<file path="config.mk">
export PLATFORM = sky130hd
export DESIGN_NAME = mem_access_ctrl
export DESIGN_NICKNAME = d
export VERILOG_FILES = /design/src/rtl/mem_access_ctrl.sv
export SDC_FILE = /design/constraint.sdc
export NUM_CORES = 1
export LEC_CHECK = 0
export ABC_CLOCK_PERIOD_IN_PS = 2000
export BUFFER_PORTS_ARGS = -buffer_cell sky130_fd_sc_hd__buf_2
export CAP_MARGIN = 0
export CELL_PAD_IN_SITES_DETAIL_PLACEMENT = 0
export CELL_PAD_IN_SITES_GLOBAL_PLACEMENT = 2
export CORE_UTILIZATION = 24
export DETAILED_ROUTE_END_ITERATION = 12
export PLACE_DENSITY_LB_ADDON = 0.1
export RECOVER_POWER = 100
export SLEW_MARGIN = 5
export SYNTH_ARGS = -nofsm -noshare
export SYNTH_HDL_FRONTEND = slang
export SYNTH_SLANG_ARGS = --single-unit
</file>
<file path="constraint.sdc">
create_clock -name clk -period 2 [get_ports clk]
set_input_delay 0.3 -clock clk [delete_from_list [all_inputs] [get_ports clk]]
set_output_delay 0.3 -clock clk [all_outputs]
set_load 0.005 [all_outputs]
</file>
<file path="src/rtl/mem_access_ctrl.sv">
// rtl/mem_access_ctrl.sv - MEM-stage load/store controller for a word-wide synchronous-read memory.
// Sub-word stores use read-modify-write; loads are lane-extracted and sign/zero extended.
module mem_access_ctrl #(
  parameter int ADDR_W     = 32,
  parameter int RD_LATENCY = 1
) (
  input  logic              clk,
  input  logic              reset,
  input  logic              req_valid,
  output logic              req_ready,
  input  logic              req_we,
  input  logic [1:0]        req_size,
  input  logic              req_signed,
  input  logic [ADDR_W-1:0] req_addr,
  input  logic [31:0]       req_wdata,
  input  logic [31:0]       req_pc,
  output logic              rsp_valid,
  output logic [31:0]       rsp_rdata,
  output logic              rsp_err,
  output logic [ADDR_W-1:0] mem_addr,
  output logic [31:0]       mem_wdata,
  output logic              mem_we,
  output logic              mem_re,
  output logic [31:0]       mem_pc,
  input  logic [31:0]       mem_rdata
);

  typedef enum logic [2:0] {IDLE, RD, WAIT, WR, RSP} state_t;

  localparam logic [2:0] LAT = 3'(RD_LATENCY);

  state_t            state;
  logic [2:0]        cnt;
  logic              we_q;
  logic              signed_q;
  logic [1:0]        size_q;
  logic [1:0]        lane_q;
  logic [15:0]       wdata_q;
  logic              mem_we_q;
  logic              mem_re_q;
  logic              rsp_valid_q;
  logic              rsp_err_q;
  logic [ADDR_W-1:0] mem_addr_q;
  logic [31:0]       mem_wdata_q;
  logic [31:0]       mem_pc_q;

  logic              req_err;
  logic [7:0]        lane_b;
  logic [15:0]       lane_h;
  logic [31:0]       load_data;
  logic [31:0]       merged;

  always_comb begin
    req_err = (req_size == 2'b11) ||
              (req_size == 2'b01 && req_addr[0]) ||
              (req_size == 2'b10 && req_addr[1:0] != 2'b00);
  end

  // Lane select and merge operate on the live read data during the last WAIT cycle.
  always_comb begin
    case (lane_q)
      2'd0:    lane_b = mem_rdata[7:0];
      2'd1:    lane_b = mem_rdata[15:8];
      2'd2:    lane_b = mem_rdata[23:16];
      default: lane_b = mem_rdata[31:24];
    endcase
    lane_h = lane_q[1] ? mem_rdata[31:16] : mem_rdata[15:0];

    case (size_q)
      2'b00:   load_data = {{24{signed_q & lane_b[7]}}, lane_b};
      2'b01:   load_data = {{16{signed_q & lane_h[15]}}, lane_h};
      default: load_data = mem_rdata;
    endcase

    merged = mem_rdata;
    if (size_q == 2'b00) begin
      case (lane_q)
        2'd0:    merged[7:0]   = wdata_q[7:0];
        2'd1:    merged[15:8]  = wdata_q[7:0];
        2'd2:    merged[23:16] = wdata_q[7:0];
        default: merged[31:24] = wdata_q[7:0];
      endcase
    end else if (size_q == 2'b01) begin
      if (lane_q[1]) merged[31:16] = wdata_q;
      else           merged[15:0]  = wdata_q;
    end
  end

  always_ff @(posedge clk) begin
    if (reset) begin
      state       <= IDLE;
      cnt         <= '0;
      we_q        <= 1'b0;
      signed_q    <= 1'b0;
      size_q      <= '0;
      lane_q      <= '0;
      wdata_q     <= '0;
      mem_we_q    <= 1'b0;
      mem_re_q    <= 1'b0;
      rsp_valid_q <= 1'b0;
      rsp_err_q   <= 1'b0;
      mem_addr_q  <= '0;
      mem_wdata_q <= '0;
      mem_pc_q    <= '0;
    end else begin
      mem_we_q    <= 1'b0;
      mem_re_q    <= 1'b0;
      rsp_valid_q <= 1'b0;
      rsp_err_q   <= 1'b0;
      case (state)
        IDLE: begin
          if (req_valid) begin
            we_q     <= req_we;
            size_q   <= req_size;
            signed_q <= req_signed;
            lane_q   <= req_addr[1:0];
            wdata_q  <= req_wdata[15:0];
            if (req_err) begin
              state       <= RSP;
              rsp_valid_q <= 1'b1;
              rsp_err_q   <= 1'b1;
            end else begin
              mem_addr_q <= {req_addr[ADDR_W-1:2], 2'b00};
              mem_pc_q   <= req_pc;
              if (req_we && req_size == 2'b10) begin
                state       <= WR;
                mem_we_q    <= 1'b1;
                mem_wdata_q <= req_wdata;
                rsp_valid_q <= 1'b1;
              end else begin
                state    <= RD;
                mem_re_q <= 1'b1;
              end
            end
          end
        end
        RD: begin
          state <= WAIT;
          cnt   <= LAT;
          if (!we_q && LAT == 3'd1) rsp_valid_q <= 1'b1;
        end
        WAIT: begin
          if (cnt == 3'd1) begin
            cnt <= '0;
            if (we_q) begin
              state       <= WR;
              mem_we_q    <= 1'b1;
              mem_wdata_q <= merged;
              rsp_valid_q <= 1'b1;
            end else begin
              state      <= IDLE;
              mem_addr_q <= '0;
              mem_pc_q   <= '0;
            end
          end else begin
            cnt <= cnt - 3'd1;
            // Raise the load response so it lines up with the final WAIT cycle.
            if (!we_q && cnt == 3'd2) rsp_valid_q <= 1'b1;
          end
        end
        WR: begin
          state       <= IDLE;
          mem_addr_q  <= '0;
          mem_pc_q    <= '0;
          mem_wdata_q <= '0;
        end
        default: state <= IDLE;
      endcase
    end
  end

  assign req_ready = (state == IDLE) && !reset;
  assign rsp_valid = rsp_valid_q && !reset;
  assign rsp_err   = rsp_err_q && !reset;
  assign rsp_rdata = (rsp_valid && state == WAIT) ? load_data : 32'h0;
  assign mem_we    = mem_we_q && !reset;
  assign mem_re    = mem_re_q && !reset;
  assign mem_addr  = mem_addr_q;
  assign mem_wdata = mem_wdata_q;
  assign mem_pc    = mem_pc_q;

endmodule

</file>
==> impl_metrics.toml <==
[worst_setup_path]
critPathKind = "reg -> out"
end_kind = "output pin"
path_cells = "mux4_2 -> nand2b_1 -> a2111oi_4 -> buf_12 -> a21o_1 -> buf_2"
cpLargestDelayFamily = "compound AO/OA/AOI/OAI gates"
slowest_delay_ns = 0.37
reg2reg_depth = 7
cp.depth = 6
cp_num_buf_inv = 2
cp.arrival_ns = 1.96
cp_max_fo = 16
crit_slowest_cell = "a2111oi_4"
rrSetupSlack_ns = 0.10
worst_setup_path_start_kind = "flip-flop"
worst_ep_required_time_ns = 1.70
r2r-end = "mem_wdata[25]"
r2r-start = "cnt[1]"

[grt]
grt_usage = 0.1886
antenna_found_initial = 0
grt_max_degree = 63
grt_pass1_wl_um = 41620
grt-ovfl-total = 0
grt_pass1_vias = 7037

[clocking]
cts_tree = "built"
hold_buffers = 0
clkLatencyLatePin_ns = 0.42
ctsLongestPathBuffers = 2
cts_buffers = 17
clock_sinks = 126
cts_root_buf = "clkbuf_16"
clk_pin_slew_ns = 0.07
htreeDepth = 4

[run_status]
failed_checks = "negative setup slack"
outcome = "complete, but fails checks"

[route]
wirelength_um = 27190
wire_per_inst_um = 18.01
dr.pass1.iters = 6
drtIter0Drc = 457
drc = 0
vias_per_cell = 4.742
num_vias = 7161
ant_nets = 0

[min_path]
worstHoldEndpoint = "mem_pc[7]"
hp-start = "req_pc[7]"
whs_path_depth = 3
hold_path.class = "in -> reg"

[yosys]
yosysWarnings = 0
synthCells = 851
synth.most_common_cell = "nand2_1"
async_flop_share = 0
yosysSeqAreaShare = 0.3760
ys.flop_type = "dfxtp_1"
netlist.area_leader.share = 0.3760
synthesis.area_um2 = 6709
synth_edf_count = 0
synth_top_area_cell = "dfxtp_1"
ys_seq_elements = 126
avgSynthCellArea_um2 = 7.884
synth_common_cells = "nand2_1 (201), dfxtp_1 (126), a21oi_1 (71), mux2i_1 (62), clkbuf_1 (57)"
ys_types = 54
ys_top_cells_by_area = "dfxtp_1 (38%), nand2_1 (11%), mux2i_1 (9.3%)"

[finish]
final_cells = 1510
area_growth_syn_to_layout_pct = 40.71
drive_above_1_share = 0.3014
n_antenna_cell = 0
nets = 1263

[place]
dp.cells = 1474
numPortBuffers = 265
dp_hpwl_um = 20090
post-place-ws_ns = -0.003128
place_congestion = 0.7788

[sta]
setup_viol = 33
period_minus_slack_ns = 2.263
worst_slew_pin_slew_ns = 0.5854
fmax_mhz = 441.9
drv_slew = 0
fin_ws_ns = -0.2629
finalHoldViolCount = 0
rsz0062_at_grt = "yes"
finClkSkew_ns = 0.01377
max_slew_margin = 0.6062
min_period_over_period = 1.131
hold_slack_ns = 0.1150

[power]
vdd_ir_drop_max_mv = 0.3376
leakagePower_uw = 0.004406
power.density_nw_per_um2 = 861.2

[flow_run]
cap_violations = 0

[floorplanning]
core-area_um2 = 27180
die_area_um2 = 28630
initial_core_util = 0.2469
die_h_um = 169.2
ios = 268
die_w_um = 169.2
num_rows = 60
## area by class of cell
type | instances | area (um^2)
Multi-Input combinational cell | 637 | 3881
Sequential cell | 126 | 2532
Timing Repair Buffer | 334 | 1941
Tap cell | 372 | 465.4
Fill cell | 3038 | 17740
Clock buffer | 18 | 429.2
Clock inverter | 14 | 157.7
Inverter | 9 | 33.78
## metrics by stage
stage	cell area, um^2	total power [uW]	utilization	TNS (ns)
detailed placement	8841	5031	0.3253	-0.005181
floorplan	6713	4067	-	0
CTS	9474	8246	0.3486	-7.804
global route	9440	8591	0.3474	-12.05
finish	9440	8130	0.3474	-6.907
global placement	8841	5033	0.3253	0
## worst max-delay path by stage
stage                startpoint            end
finish                lane_q[0]  rsp_rdata[18]
global route          lane_q[0]  rsp_rdata[31]
CTS                   lane_q[0]  rsp_rdata[18]
detailed placement  req_addr[1]  mem_wdata[24]
global placement    req_addr[1]  mem_wdata[25]
floorplan              state[1]  rsp_rdata[21]
## placed cells by master (no fill, tap or decap), types with 3 or more instances in the layout
master	netlist	layout
clkbuf_1	57	55
buf_2	16	212
a22o_1	7	7
nand2b_1	6	6
clkbuf_16	0	18
o221ai_1	9	9
a311oi_1	28	28
ha_1	3	3
inv_6	0	4
o21a_1	9	9
nand2_1	201	201
or3_1	3	3
a22oi_1	9	8
and3_1	8	8
nor3_1	10	10
dfxtp_1	126	122
nand3_1	28	26
mux2_2	8	8
nor2_1	40	40
nor2b_1	10	9
clkinv_4	0	3
a21oi_1	71	71
inv_1	7	7
a31oi_1	6	5
a222oi_1	7	7
a21boi_0	8	8
a21o_1	33	33
buf_12	0	12
buf_4	4	49
mux2i_1	62	62
o21ai_0	36	35
o221a_1	3	3
## power breakdown
group / switching (uW) / internal, uW
Clock: 1280 / 1860
Sequential: 175 / 2730
Combinational: 1180 / 899
## logic make-up after synthesis
logic type,Yosys count,share of synthesized area
fa+ha+maj,3,0.005596
compound gates,244,0.2533
other cells,1,0.0005590
simple gates,317,0.2003
mux,71,0.1093
flops,126,0.3760
buf+inv,89,0.05502
## sequential cells by signal, summed over array words and instances, names as in the netlist, 2 cells and up
| signal | flops |
|---|---|
| state | 3 |
| mem_wdata | 32 |
| lane_q | 2 |
| cnt | 3 |
| mem_addr | 30 |
| size_q | 2 |
| wdata_q | 16 |
| mem_pc | 32 |
## metal layers
metal  GRT usage  share of wire  vias to the layer above
met5           0              0                        -
met4     0.04661          0.010                        0
met3     0.04081          0.058                       15
met2      0.3199           0.48                      228
met1      0.2419           0.45                     3346
li1            -              -                     3572
## tightest hold or removal path: stages
cell and delay, ns:
buf_2 0.09, nand2_1 0.04, mux2i_1 0.05
## timing repair
action | in CTS | in global routing
gates cloned | 0 | 1
setup endpoints to repair | 32 | 38
gates resized for setup | 10 | 8
pin swaps | 3 | 1
buffers inserted | 2 | 1
Note: power is estimated with default switching activity, not from simulation.
